`src/rtl/insn_loader_pkg.sv`:
```
// Shared types for the instruction loader: FSM state encoding and stream framing sizes.
package insn_loader_pkg;

  typedef enum logic [2:0] {
    ST_IDLE,
    ST_LEN,
    ST_WORD,
    ST_WRITE,
    ST_CSUM,
    ST_DONE,
    ST_ERR
  } state_e;

  localparam int LEN_BYTES  = 2;
  localparam int WORD_BYTES = 4;

endpackage

```
`src/rtl/insn_loader_if.sv`:
```
// Byte-stream input and instruction-memory store port seen by the loader.
// The master side is the loader; the slave side is the host receiver plus the memory.
interface insn_loader_if #(
  parameter int IDX_WIDTH = 9,
  parameter int WIDTH     = 32
);
  logic [7:0]           byte_data;
  logic                 byte_valid;
  logic                 byte_ready;
  logic [IDX_WIDTH+1:0] addr_store;
  logic [WIDTH-1:0]     insn;
  logic                 we;

  modport master (
    input  byte_data, byte_valid,
    output byte_ready, addr_store, insn, we
  );

  modport slave (
    output byte_data, byte_valid,
    input  byte_ready, addr_store, insn, we
  );
endinterface

```
`src/rtl/insn_byte_packer.sv`:
```
// Packs bytes little-endian into a 32-bit word. word_o shows the word including a byte
// being pushed this cycle, so the caller can capture a complete word on the full_o cycle.
module insn_byte_packer
  import insn_loader_pkg::*;
(
  input  logic        clk_i,
  input  logic        rst_ni,
  input  logic        clr_i,
  input  logic [7:0]  byte_i,
  input  logic        push_i,
  output logic [31:0] word_o,
  output logic        full_o
);
  localparam int CW = $clog2(WORD_BYTES);

  logic [CW-1:0] cnt_q, cnt_d;
  logic [31:0]   word_q, word_d;

  always_comb begin
    cnt_d  = cnt_q;
    word_d = word_q;
    if (clr_i) begin
      cnt_d  = '0;
      word_d = '0;
    end else if (push_i) begin
      word_d[8*cnt_q +: 8] = byte_i;
      cnt_d                = cnt_q + CW'(1);
    end
  end

  assign word_o = word_d;
  assign full_o = push_i && !clr_i && (cnt_q == CW'(WORD_BYTES - 1));

  always_ff @(posedge clk_i) begin
    if (!rst_ni) cnt_q <= '0;
    else         cnt_q <= cnt_d;
  end

  always_ff @(posedge clk_i) begin
    word_q <= word_d;
  end

endmodule

```
`src/rtl/insn_loader.sv`:
```
// Loads a length-prefixed byte stream into instruction memory and holds the core in reset
// until done. Optional trailing XOR checksum byte enabled by INSN_LOADER_CHECKSUM_EN.
module insn_loader
  import insn_loader_pkg::*;
#(
  parameter int MEM_SIZE  = 512,
  parameter int WIDTH     = 32,
  parameter int IDX_WIDTH = $clog2(MEM_SIZE)
) (
  input  logic           clk_i,
  input  logic           rst_ni,
  input  logic           start_i,
  insn_loader_if.master  bus_if,
  output logic           cpu_hold_o,
  output logic           done_o,
  output logic           err_o
);
`ifdef INSN_LOADER_CHECKSUM_EN
  localparam state_e END_ST = ST_CSUM;
`else
  localparam state_e END_ST = ST_DONE;
`endif

  state_e               state_q;
  logic                 ready_q, we_q, done_q, err_q, hold_q;
  logic [IDX_WIDTH+1:0] addr_q;
  logic [WIDTH-1:0]     insn_q;
  logic [15:0]          len_q;
  logic                 len_cnt_q;
  logic [IDX_WIDTH:0]   widx_q, widx_d;
`ifdef INSN_LOADER_CHECKSUM_EN
  logic [7:0]           csum_q;
`endif

  logic        accept, arm, push, pk_full, last_word;
  logic [31:0] pk_word;
  logic [15:0] len_full;

  assign accept    = ready_q && bus_if.byte_valid;
  assign arm       = start_i && (state_q inside {ST_IDLE, ST_DONE, ST_ERR});
  assign push      = accept && (state_q == ST_WORD);
  assign len_full  = {bus_if.byte_data, len_q[7:0]};
  assign widx_d    = widx_q + (IDX_WIDTH+1)'(1);
  assign last_word = (16'(widx_d) == len_q);

  insn_byte_packer u_packer (
    .clk_i  (clk_i),
    .rst_ni (rst_ni),
    .clr_i  (arm),
    .byte_i (bus_if.byte_data),
    .push_i (push),
    .word_o (pk_word),
    .full_o (pk_full)
  );

  always_ff @(posedge clk_i) begin
    if (!rst_ni) begin
      state_q   <= ST_IDLE;
      ready_q   <= 1'b0;
      we_q      <= 1'b0;
      done_q    <= 1'b0;
      err_q     <= 1'b0;
      hold_q    <= 1'b1;
      addr_q    <= '0;
      insn_q    <= '0;
      len_q     <= '0;
      len_cnt_q <= 1'b0;
      widx_q    <= '0;
`ifdef INSN_LOADER_CHECKSUM_EN
      csum_q    <= '0;
`endif
    end else begin
      we_q <= 1'b0;
      case (state_q)
        ST_IDLE, ST_DONE, ST_ERR: begin
          if (start_i) begin
            state_q   <= ST_LEN;
            ready_q   <= 1'b1;
            done_q    <= 1'b0;
            err_q     <= 1'b0;
            hold_q    <= 1'b1;
            len_cnt_q <= 1'b0;
            widx_q    <= '0;
`ifdef INSN_LOADER_CHECKSUM_EN
            csum_q    <= '0;
`endif
          end
        end
        ST_LEN: begin
          if (accept) begin
`ifdef INSN_LOADER_CHECKSUM_EN
            csum_q <= csum_q ^ bus_if.byte_data;
`endif
            if (len_cnt_q == 1'(LEN_BYTES - 1)) begin
              len_q <= len_full;
              if (len_full > 16'(MEM_SIZE)) begin
                state_q <= ST_ERR;
                ready_q <= 1'b0;
                err_q   <= 1'b1;
              end else if (len_full == 16'd0) begin
                state_q <= END_ST;
                ready_q <= (END_ST == ST_CSUM);
                done_q  <= (END_ST == ST_DONE);
                hold_q  <= (END_ST != ST_DONE);
              end else begin
                state_q <= ST_WORD;
              end
            end else begin
              len_q[7:0] <= bus_if.byte_data;
              len_cnt_q  <= 1'b1;
            end
          end
        end
        ST_WORD: begin
`ifdef INSN_LOADER_CHECKSUM_EN
          if (push) csum_q <= csum_q ^ bus_if.byte_data;
`endif
          if (pk_full) begin
            state_q <= ST_WRITE;
            ready_q <= 1'b0;
            we_q    <= 1'b1;
            insn_q  <= WIDTH'(pk_word);
            addr_q  <= {widx_q[IDX_WIDTH-1:0], 2'b00};
          end
        end
        ST_WRITE: begin
          widx_q <= widx_d;
          if (last_word) begin
            state_q <= END_ST;
            ready_q <= (END_ST == ST_CSUM);
            done_q  <= (END_ST == ST_DONE);
            hold_q  <= (END_ST != ST_DONE);
          end else begin
            state_q <= ST_WORD;
            ready_q <= 1'b1;
          end
        end
`ifdef INSN_LOADER_CHECKSUM_EN
        // The checksum byte itself must be accepted, so ready stays high in this state.
        ST_CSUM: begin
          if (accept) begin
            ready_q <= 1'b0;
            if (bus_if.byte_data == csum_q) begin
              state_q <= ST_DONE;
              done_q  <= 1'b1;
              hold_q  <= 1'b0;
            end else begin
              state_q <= ST_ERR;
              err_q   <= 1'b1;
            end
          end
        end
`endif
        default: begin
          state_q <= ST_IDLE;
          ready_q <= 1'b0;
        end
      endcase
    end
  end

  assign bus_if.byte_ready = ready_q;
  assign bus_if.addr_store = addr_q;
  assign bus_if.insn       = insn_q;
  assign bus_if.we         = we_q;
  assign cpu_hold_o        = hold_q;
  assign done_o            = done_q;
  assign err_o             = err_q;

endmodule

```
`src/flat_wrapper.sv`:
```
// flat-port wrapper written by rule: the top's interface ports become plain ports
module insn_loader_flat import insn_loader_pkg::*;
#(
  parameter int MEM_SIZE  = 512,
  parameter int WIDTH     = 32,
  parameter int IDX_WIDTH = $clog2(MEM_SIZE)
)
  (clk_i, rst_ni, start_i, cpu_hold_o, done_o, err_o, bus_if_byte_data, bus_if_byte_valid, bus_if_byte_ready, bus_if_addr_store, bus_if_insn, bus_if_we);
  insn_loader_if #(.IDX_WIDTH(IDX_WIDTH), .WIDTH(WIDTH)) bus_if_i ();
  input  logic clk_i;
  input  logic rst_ni;
  input  logic start_i;
  output logic cpu_hold_o;
  output logic done_o;
  output logic err_o;
  input wire logic [$bits(bus_if_i.byte_data)-1:0] bus_if_byte_data;
  input wire logic [$bits(bus_if_i.byte_valid)-1:0] bus_if_byte_valid;
  output wire logic [$bits(bus_if_i.byte_ready)-1:0] bus_if_byte_ready;
  output wire logic [$bits(bus_if_i.addr_store)-1:0] bus_if_addr_store;
  output wire logic [$bits(bus_if_i.insn)-1:0] bus_if_insn;
  output wire logic [$bits(bus_if_i.we)-1:0] bus_if_we;
  assign bus_if_i.byte_data = bus_if_byte_data;
  assign bus_if_i.byte_valid = bus_if_byte_valid;
  assign bus_if_byte_ready = bus_if_i.byte_ready;
  assign bus_if_addr_store = bus_if_i.addr_store;
  assign bus_if_insn = bus_if_i.insn;
  assign bus_if_we = bus_if_i.we;
  insn_loader #(.MEM_SIZE(MEM_SIZE), .WIDTH(WIDTH), .IDX_WIDTH(IDX_WIDTH)) u_core (.clk_i(clk_i), .rst_ni(rst_ni), .start_i(start_i), .bus_if(bus_if_i), .cpu_hold_o(cpu_hold_o), .done_o(done_o), .err_o(err_o));
endmodule
```
`config.mk`:
```
export PLATFORM = sky130hd
export DESIGN_NAME = insn_loader_flat
export DESIGN_NICKNAME = d
export VERILOG_FILES = /design/src/rtl/insn_loader_pkg.sv /design/src/rtl/insn_loader_if.sv /design/src/rtl/insn_byte_packer.sv /design/src/rtl/insn_loader.sv /design/src/flat_wrapper.sv
export SDC_FILE = /design/constraint.sdc
export NUM_CORES = 1
export LEC_CHECK = 0
export BUFFER_PORTS_ARGS = -buffer_cell sky130_fd_sc_hd__buf_4
export CORE_MARGIN = 3
export CORE_UTILIZATION = 50
export DETAILED_ROUTE_END_ITERATION = 8
export GPL_ROUTABILITY_DRIVEN = 0
export HOLD_SLACK_MARGIN = 0.08
export PLACE_DENSITY = 0.71
export SETUP_SLACK_MARGIN = 0.3
export SYNTH_ARGS = -nofsm -noshare
export SYNTH_HDL_FRONTEND = slang
export SYNTH_SLANG_ARGS = --single-unit
export TNS_END_PERCENT = 1
```
`constraint.sdc`:
```
create_clock -name clk_i -period 6.4 [get_ports clk_i]
set_clock_uncertainty 0.15 [all_clocks]
set_input_delay 0 -clock clk_i [delete_from_list [all_inputs] [get_ports clk_i]]
set_output_delay 0 -clock clk_i [all_outputs]
set_load 0.02 [all_outputs]
```
==> flow_metrics.tcl <==
set metrics [dict create \
    nNetsFinal 608 \
    dieHeight_um 102 \
    met2_usage_pct 34.4 \
    async_flop_share_pct 0 \
    finalSetupTns_ps 0 \
    synth-xor-area-share_pct 3.23 \
    path_max_fanout 9 \
    clk_path_buf_depth 2 \
    maxCapViolations 0 \
    clk_latency_ps 360 \
    preCtsSetupSlack_ps 3640 \
    min_period_over_period_pct 47.6 \
    synth_compound_area_share_pct 16.8 \
    post-route-cell-area_um2 5270 \
    grt_max_degree 71 \
    htreeDepth 3 \
    crit_type "reg -> reg" \
    timing.final.ws_setup_ps 3360 \
    die_w_um 102 \
    area_growth_pct 14.4 \
    cellLeakagePower_nw 1.99 \
    synthDistinctLibCells 60 \
    fillCellCount 824 \
    yosys.area_share.simple_pct 24.4 \
    final_cell_mix "dfxtp_1, nor2_1, nand2_1" \
    ant_nets 0 \
    ios 60 \
    finalCriticalPeriod_ps 3040 \
    grt_util_all_layers_pct 21.6 \
    status "complete, no violations" \
    ff2ff_setup_slack_ps 3360 \
    dr.pass1.iters 5 \
    ctsResizeCount 0 \
    critPathArrivalTime_ps 3210 \
    crit_required_ps 6560 \
    grt_pass1_vias 3600 \
    synth_top_flop_cell "dfxtp_1" \
    antenna_found_initial 0 \
    hold_ws_ps 310 \
    core_um2 8850 \
    drt-wirelength-per-cell_um 15.6 \
    synth_top_family_by_area "simple AND/OR/NAND/NOR gates" \
    relSlewSlack_pct 29.1 \
    met3_usage_pct 3.75 \
    synth_fa_ha_area_share_pct 1.63 \
    synth.avg_cell_area_um2 8.37 \
    tightestPinTransition_ps 1060 \
    syn_inst 550 \
    cts_root_buf "clkbuf_8" \
    drc 0 \
    diodes 0 \
    clkTransAtPathRegs_ps 100 \
    busiest_layer "met2" \
    pwr_density_cell_nw_per_um2 218 \
    viasPerCell 5.66 \
    setup_viol 0 \
    peakVddDrop_mv 0.132 \
    cp-start-kind "register" \
    finalHoldViolCount 0 \
    ys_seq_elements 102 \
    synth_mux_area_share_pct 3.69 \
    min_path_type "reg -> reg" \
    grt_first_pass_wirelength_um 17700 \
    cts_tree "built" \
    hpwl_um 7450 \
    std_cell_rows 34 \
    die-area_um2 10400 \
    start_util_pct 52.1 \
    cts.sinks 102 \
    via_count 3974 \
    synth_warnings 0 \
    syn_area_um2 4610 \
    fmax_mhz 328 \
    ys_seq_area_share_pct 44.3 \
    drive_gt1_share_pct 15.3 \
    grt.overflow.total 0 \
    end_kind "register" \
    synth_edf_count 0 \
    final_common_cell "dfxtp_1" \
    met1_usage_pct 29.9 \
    rsz0062_at_grt "false" \
    maxSlewViolCount 0 \
    numCtsBuffers 9 \
    drt-total-wl_um 10900 \
    drtIter0Drc 225 \
    placed_cell_area_um2 4970 \
    numPortBuffers 57 \
]
## per-layer routing
layer,share of wire [%],vias up
li1,-,1972
met5,0,-
met3,5.8,10
met4,1.0,0
met1,46,1859
met2,47,133
## what timing repair did
item                                   in CTS  in global routing
endpoints found under the hold margin      83                  0
setup endpoints to repair                   0                  0
buffers inserted                            0                  0
hold buffers                               12                  0
## logic make-up after synthesis
logic type,after synthesis
simple gates,226
compound gates,126
flops,102
buf+inv,55
xor+xnor,17
mux,17
fa+ha+maj,6
other cells,1
## path summary, 6_finish.rpt
| path | from | depth (start not counted) | to |
|---|---|---|---|
| max | u_core.widx_q[0] | 8 | u_core.state_q[0] |
| min | u_core.bus_if.insn[9] | 2 | u_core.bus_if.insn[9] |
| max reg2reg | u_core.widx_q[0] | 8 | u_core.state_q[0] |
| min reg2reg | u_core.bus_if.insn[9] | 2 | u_core.bus_if.insn[9] |
## Yosys cell counts, drive strengths merged (2+ instances only)
library cell  instances  area share [%]
mux2i                17             3.7
nand2                62             5.1
o21ai                16             1.7
nor3b                 4            0.76
inv                  10            0.82
buf                  20             3.0
nand4                 3            0.73
nor4                  7             1.6
xor2                 10             1.9
and2b                 2            0.35
a31oi                18             2.4
ha                    6             1.6
clkbuf               24             2.0
a22o                  2            0.38
nor3                  8             1.1
a21oi                52             5.7
a21o                  2            0.33
nor2b                17             2.3
a22oi                 5            0.82
nand3                18             2.0
a211oi               17             2.9
dfxtp               102              44
and3                  6            0.82
o22ai                 5            0.68
nor2                 83             7.2
and2                  3            0.43
xnor2                 7             1.3
or3                   7             1.1
## worst max-delay path, cell delays in order (launching register included)
cell and delay, ps:
dfxtp_1 560, ha_1 420, and3_1 220, nand3_1 150
nor3_1 260, nor3_2 100, nor4_4 430, a22o_1 180
dlygate4sd3_1 530
## metrics by stage
step / utilization (%) / cells / power, mW
2_1_floorplan: - / 551 / 0.743
3_3_place_gp: 56.1 / 675 / 0.774
3_5_place_dp: 56.1 / 675 / 0.775
4_1_cts: 59.5 / 702 / 1.15
5_1_grt: 59.5 / 702 / 1.20
6_report: 59.5 / 702 / 1.15
## layout make-up
type	instances	area [um^2]	area share, %
Clock buffer	9	124	2.35
Multi-Input combinational cell	394	2300	43.6
Tap cell	108	135	2.57
Inverter	11	41.3	0.784
Sequential cell	102	2040	38.8
Clock inverter	6	57.6	1.09
Timing Repair Buffer	72	571	10.8
## report_power, final
group          internal, mW  total (mW)  switching (mW)
clock                 0.146       0.379           0.233
combinational        0.0410       0.113          0.0725
sequential            0.641       0.654          0.0131
## registers in the layout, summed over array words and instances, names as in the netlist
register / cells
u_core.bus_if.addr_store: 9
u_core.bus_if.byte_ready: 1
u_core.bus_if.insn: 32
u_core.bus_if.we: 1
u_core.cpu_hold_o: 1
u_core.done_o: 1
u_core.err_o: 1
u_core.len_cnt_q: 1
u_core.len_q: 16
u_core.state_q: 3
u_core.u_packer.cnt_q: 2
u_core.u_packer.word_q: 24
u_core.widx_q: 10
(Power assumes the default switching activity.)
